===== src/rtl/ahb_apb_bridge.sv =====
`default_nettype none
// ============================================================================
// Module      : ahb_apb_bridge
// Description : AHB-Lite slave to APB2 master bridge, single HCLK domain.
//               Define AHB_APB_ALIGN_CHECK_EN to enable the misaligned-address
//               ERROR response.
// Revision    : 1.0
// ============================================================================
module ahb_apb_bridge #(
    parameter int ADDR_WIDTH = 32,
    parameter int DATA_WIDTH = 32
) (
    input  logic                  HCLK,
    input  logic                  HRESETn,
    input  logic                  HSEL,
    input  logic [ADDR_WIDTH-1:0] HADDR,
    input  logic [1:0]            HTRANS,
    input  logic                  HWRITE,
    input  logic                  HREADY_IN,
    input  logic [DATA_WIDTH-1:0] HWDATA,
    output logic [DATA_WIDTH-1:0] HRDATA,
    output logic                  HRESP,
    output logic                  HREADY_OUT,
    input  logic [DATA_WIDTH-1:0] PRDATA,
    output logic                  PSEL,
    output logic                  PENABLE,
    output logic [ADDR_WIDTH-1:0] PADDR,
    output logic                  PWRITE,
    output logic [DATA_WIDTH-1:0] PWDATA
);

    localparam logic [2:0] c_ST_IDLE   = 3'd0;
    localparam logic [2:0] c_ST_WDATA  = 3'd1;
    localparam logic [2:0] c_ST_SETUP  = 3'd2;
    localparam logic [2:0] c_ST_ACCESS = 3'd3;
    localparam logic [2:0] c_ST_ERR1   = 3'd4;
    localparam logic [2:0] c_ST_ERR2   = 3'd5;

    localparam logic [1:0] c_HTRANS_NONSEQ = 2'b10;
    localparam logic [1:0] c_HTRANS_SEQ    = 2'b11;

    logic [2:0]            r_state;
    logic [2:0]            w_next_state;
    logic [DATA_WIDTH-1:0] r_hrdata;
    logic                  w_req;
    logic                  w_can_accept;
    logic                  w_misaligned;
    logic                  w_accept;

    assign w_req = HSEL && ((HTRANS == c_HTRANS_NONSEQ) || (HTRANS == c_HTRANS_SEQ))
                   && HREADY_IN && HREADY_OUT;

    // New address phases are taken only where a transfer may start.
    assign w_can_accept = (r_state == c_ST_IDLE) || (r_state == c_ST_ACCESS);

`ifdef AHB_APB_ALIGN_CHECK_EN
    assign w_misaligned = |HADDR[1:0];
`else
    assign w_misaligned = 1'b0;
`endif

    assign w_accept = w_req && w_can_accept && !w_misaligned;

    always_ff @(posedge HCLK) begin
        if (!HRESETn) begin
            r_state <= c_ST_IDLE;
        end else begin
            r_state <= w_next_state;
        end
    end

    always_comb begin
        w_next_state = c_ST_IDLE;
        case (r_state)
            c_ST_IDLE, c_ST_ACCESS: begin
                if (w_req && w_can_accept) begin
                    if (w_misaligned) begin
                        w_next_state = c_ST_ERR1;
                    end else if (HWRITE) begin
                        w_next_state = c_ST_WDATA;
                    end else begin
                        w_next_state = c_ST_SETUP;
                    end
                end
            end
            c_ST_WDATA: w_next_state = c_ST_SETUP;
            c_ST_SETUP: w_next_state = c_ST_ACCESS;
            c_ST_ERR1:  w_next_state = c_ST_ERR2;
            c_ST_ERR2:  w_next_state = c_ST_IDLE;
            default:    w_next_state = c_ST_IDLE;
        endcase
    end

    always_comb begin
        PSEL       = 1'b0;
        PENABLE    = 1'b0;
        HREADY_OUT = 1'b1;
        HRESP      = 1'b0;
        case (r_state)
            c_ST_WDATA: HREADY_OUT = 1'b0;
            c_ST_SETUP: begin
                PSEL       = 1'b1;
                HREADY_OUT = 1'b0;
            end
            c_ST_ACCESS: begin
                PSEL    = 1'b1;
                PENABLE = 1'b1;
            end
`ifdef AHB_APB_ALIGN_CHECK_EN
            c_ST_ERR1: begin
                HRESP      = 1'b1;
                HREADY_OUT = 1'b0;
            end
            c_ST_ERR2: HRESP = 1'b1;
`endif
            default: ;
        endcase
    end

    always_ff @(posedge HCLK) begin
        if (!HRESETn) begin
            PADDR    <= '0;
            PWRITE   <= 1'b0;
            PWDATA   <= '0;
            r_hrdata <= '0;
        end else begin
            if (w_accept) begin
                PADDR  <= HADDR;
                PWRITE <= HWRITE;
            end
            if (r_state == c_ST_WDATA) begin
                PWDATA <= HWDATA;
            end
            if ((r_state == c_ST_ACCESS) && !PWRITE) begin
                r_hrdata <= PRDATA;
            end
        end
    end

    // Read data bypasses the capture register in ACCESS so HREADY_OUT and data align.
    assign HRDATA = ((r_state == c_ST_ACCESS) && !PWRITE) ? PRDATA : r_hrdata;

endmodule
`default_nettype wire


===== config.mk =====
export PLATFORM = sky130hd
export DESIGN_NAME = ahb_apb_bridge
export DESIGN_NICKNAME = d
export VERILOG_FILES = /design/src/rtl/ahb_apb_bridge.sv
export SDC_FILE = /design/constraint.sdc
export NUM_CORES = 1
export LEC_CHECK = 0
export CAP_MARGIN = 20
export CELL_PAD_IN_SITES_DETAIL_PLACEMENT = 1
export CELL_PAD_IN_SITES_GLOBAL_PLACEMENT = 2
export CORE_UTILIZATION = 25
export DETAILED_ROUTE_END_ITERATION = 16
export PLACE_DENSITY = 0.92
export SETUP_SLACK_MARGIN = 0.1
export SLEW_MARGIN = 20
export SYNTH_ARGS = -nofsm -noshare
export SYNTH_HDL_FRONTEND = slang
export SYNTH_SLANG_ARGS = --single-unit

===== constraint.sdc =====
create_clock -name HCLK -period 3 [get_ports HCLK]
set_clock_uncertainty 0.2 [all_clocks]
set_input_delay 0.6 -clock HCLK [delete_from_list [all_inputs] [get_ports HCLK]]
set_output_delay 0.6 -clock HCLK [all_outputs]
set_load 0.02 [all_outputs]

[Yosys cells after proc, flatten, opt, wreduce, memory -nomap -nowiden]
Index checks and enable logic that the tools add are counted.
Word-level totals
  register bits after elaboration: 100
  bits in latches: 0
  memory bits (writable): 0
  bits in read-only memories: 0
  input port bits: 103
  output and inout bits: 101
  word-level logic and storage cells: 30
  memories: 0
Operators by class
  add/subtract/negate cells: 0
  multipliers: 0
  div/mod/pow operators: 0
  $lt $le $gt $ge: 0
  equality and inequality tests: 6
  shift operators: 0
  multiplexer cells: 7
  bitwise gates (word level): 0
  reductions and logical operators: 12
Operators with widths (number)
  two-way mux 32 bit: 1
  case mux 3 bit (4 select lines): 1
  == test 3 x 2 -> 1 bit (second input constant): 2
  OR reduction 2 bit: 3
  logical AND 1 bit: 5
  == test 2 bit (second input constant): 2
  two-way mux 2 bit: 2
  == test 3 x 1 -> 1 bit (second input constant): 1
  == test 3 bit (second input constant): 1
  logical NOT 3 bit: 1
  two-way mux 1 bit: 3
  logical OR 1 bit: 2
  logical NOT 1 bit: 1

[Logic depth before layout (Yosys ltp)]
Gate-level depths: netlist of the first run.
  depth after elaboration: 8
  gate-level depth with buffers: 6
  mapped depth without buffers: 3

[Worst setup path after synthesis of the first run]
Ideal clock, no wire load.
  path kind: register to output
  start: register r_state[2]
  end: output port HRDATA[12]
  data arrival time: 1309 ps
  setup slack: 891 ps
  stages on the path, launching flop included: 6
  buffers on the path: 3
  cells stage by stage: dfxtp_1 -> buf_4 -> and4bb_1 -> buf_6 -> buf_12 -> mux2_4
On the way
  word-level cells in the longest chain between the ends: 3
Ends and longest elaborated chain
  from (decl): line 42  | logic [2:0] r_state;
  from (signal assigned): line 66  | r_state <= c_ST_IDLE;
  from (signal assigned): line 68  | r_state <= w_next_state;
  == test 3 x 2 -> 1 bit: line 141  | assign HRDATA = ((r_state == c_ST_ACCESS) && !PWRITE) ? PRDATA : r_hrdata;
  logical AND 1 bit: line 141
  two-way mux 32 bit
  to (decl): line 21  | output logic [DATA_WIDTH-1:0] HRDATA,
No other way between the ends.

[Final worst setup path of the first run]
  start: register PWRITE
  end: output port HRDATA[0]
On the way
  word-level cells in the longest chain between the ends: 3
Ends and longest elaborated chain
  from (decl): line 28  | output logic PWRITE,
  from (signal assigned): line 123  | PWRITE <= 1'b0;
  from (signal assigned): line 129  | PWRITE <= HWRITE;
  logical NOT 1 bit: line 141
  logical AND 1 bit: line 141
  two-way mux 32 bit
No other way between the ends.

==> results.yml, run 1 <==
yosys:
  synth_edf_count: 0
  yosysMostFrequentCell: "nand2_1"
  synth_top_cell_by_area: "dfxtp_1"
  ys.flop_type: "dfxtp_1"
  synthTopCellsByCount: "nand2_1 (130), dfxtp_1 (100), mux2i_1 (33)"
  synthTopCellsByArea: "dfxtp_1 (49%), nand2_1 (12%), mux2_4 (11%)"
  syn-num-nets: 513
  synth_top_area_frac: 0.489
  synth.avg_cell_area_um2: 9.99
  ys_warn_count: 0
  syn_area_um2: 4090
  ys_ff_latch: 100
  syn_inst: 410
  async_flop_share: 0
  yosysSeqAreaShare: 0.489
  ys_types: 32
power_and_ir_drop:
  leakagePower_nw: 2.55
  peakVddDrop_mv: 0.229
  power_density_nw_per_um2: 462
  p_total_w: 0.00301
floorplanning:
  rows: 46
  die_x_um: 130
  initial_core_util: 0.257
  die_y_um: 130
  pin_count: 204
  core_um2: 15900
  die-area_um2: 16900
global_routing:
  grt_max_degree: 87
  grt_pass1_vias: 3615
  grt_first_pass_wirelength_mm: 17.9
  grt_use_total: 0.138
  grt-ovfl-total: 0
  antenna_found_initial: 0
sta:
  final_max_slew_viol_count: 0
  finalSetupViolCount: 0
  max_freq_ghz: 0.360
  layout_worst_path_cycle_share: 0.925
  relSlewSlack: 0.538
  tns_ns: 0
  tightest_slew_ns: 0.692
  rsz0062_at_grt: "no"
  final.min_clock_period_ns: 2.78
  final-hold-violation-count: 0
  holdWs_ns: 0.260
outcome:
  status: "finished, final reports clean"
worst_hold_path:
  hold_path.class: "flop to flop"
layout:
  syn_to_final_growth_pct: 59.2
  drive_gt1_frac: 0.104
  layout.nets: 701
  antennaDiodeCount: 0
  fill_cells: 1820
  finish.utilization: 0.409
  final_cells: 819
clock_tree:
  clk-insertion-delay-late_ns: 0.33
  htree_levels: 3
  post_cts_buffers: 0
  cts_resized: 32
  hold_buffers: 0
  clk_path_buf_depth: 2
  cts.reportedPaths.clkPinSlew_ns: 0.06
  cts_tree: "done"
  clkSinkCount: 100
  cts_inserted_buffers: 9
  root_buffer: "clkbuf_16"
worst_setup_path:
  crit_buf_inv: 2
  cp-end-kind: "output port"
  start_kind: "flop"
  critical_path_required_ns: 2.20
  crit_path_max_fanout: 32
  crit_chain: "and4bb_2 > buf_12 > mux2_2 > dlygate4sd2_1"
  critical_path_class: "flop to output port"
  slowest_stage: "mux2_2"
  crit_arrival_ns: 1.98
  crit_family: "buffers and inverters"
  cpPeakStageDelay_ns: 0.38
routing:
  antenna_left: 0
  dr.first_iter.drc_count: 94
  avgViaCountPerCell: 4.21
  vias: 3448
  drc: 0
  routedWlPerCell_um: 14.3
  wirelength_mm: 11.7
  drt-pass1-iter-count: 4
flow_run:
  drv_cap: 0
placed_design:
  port_buffers: 201
  place.gp.congestion: 0.674
  hpwl_mm: 8.66
  placed_cells: 803
==> worst min-delay path, stage by stage (launching register included) <==
cell     delay, ns
dfxtp_1       0.31
nand2_1       0.05
mux2i_1       0.05
==> area by class of cell <==
type | count | area [um2] | area share
Clock inverter | 6 | 63.8 | 0.00979
Inverter | 1 | 3.75 | 0.000576
Tap cell | 216 | 270 | 0.0415
Sequential cell | 100 | 2000 | 0.307
Timing Repair Buffer | 209 | 2070 | 0.317
Clock buffer | 10 | 229 | 0.0351
Multi-Input combinational cell | 277 | 1880 | 0.289
==> routing by layer <==
metal | global-route usage | vias to the layer above | share of wire
li1 | - | 1689 | -
met5 | 0 | - | 0
met2 | 0.248 | 113 | 0.50
met3 | 0.0426 | 14 | 0.076
met4 | 0.0568 | 0 | 0.019
met1 | 0.150 | 1632 | 0.41
==> state kept, by name, summed over array words and instances, names as in the netlist <==
name,flops
PADDR,32
PWDATA,32
PWRITE,1
r_hrdata,32
r_state,3
==> logic make-up after synthesis <==
kind of cell	after synthesis	share of synthesized area
simple gates	174	0.192
compound gates	35	0.0639
mux	65	0.196
buf+inv	33	0.0538
other cells	1	0.000916
xor+xnor	2	0.00428
flops	100	0.489
==> layout by cell type, fill, tap and decap left out, drive strengths merged, types with 2 or more instances in the layout <==
cell,instances
dfxtp,100
nand2,130
mux2,32
clkdlybuf4s50,168
a21boi,32
and2,33
nor2,2
inv,2
buf,9
clkinv,2
dlygate4sd2,32
clkinvlp,2
clkbuf,10
mux2i,33
==> power by group <==
part           total, W  internal (W)  switching (W)
Clock           0.00116      0.000648       0.000513
Combinational  0.000460      0.000257       0.000203
Sequential      0.00139       0.00137      0.0000212
Total           0.00301       0.00227       0.000737
==> through the flow <==
| stage | cell area [um2] | setup slack (ns) |
|---|---|---|
| global route | 6520 | 0.144 |
| finish | 6520 | 0.225 |
| global placement | 6270 | 0.350 |
| detailed placement | 6270 | 0.347 |
| CTS | 6520 | 0.196 |
| floorplan | 4090 | 0.891 |
==> final timing paths <==
| kind | slack, ns | end | startpoint | depth (start not counted) |
|---|---|---|---|---|
| setup reg to reg | 1.17 | PWDATA[19]$_SDFFE_PN0P_ | r_state[1]$_SDFF_PN0_ | 4 |
| hold reg to reg | 0.26 | PADDR[12]$_SDFFE_PN0N_ | PADDR[12]$_SDFFE_PN0N_ | 2 |
| hold / removal | 0.26 | PADDR[12]$_SDFFE_PN0N_ | PADDR[12]$_SDFFE_PN0N_ | 2 |
| setup / recovery | 0.22 | HRDATA[0] | PWRITE$_SDFFE_PN0N_ | 4 |
No activity file was read; power rests on OpenSTA's default activity.
==> run 2, diff against run 1 <==
--- a/config.mk
+++ b/config.mk
@@ -10,6 +10,7 @@
 export CELL_PAD_IN_SITES_GLOBAL_PLACEMENT = 2
 export CORE_UTILIZATION = 25
 export DETAILED_ROUTE_END_ITERATION = 16
+export GPL_ROUTABILITY_DRIVEN = 1
 export PLACE_DENSITY = 0.92
 export SETUP_SLACK_MARGIN = 0.1
 export SLEW_MARGIN = 20
==> results of run 2 <==
Same layout as run 1: the final DEF is identical, and so are final timing and power.
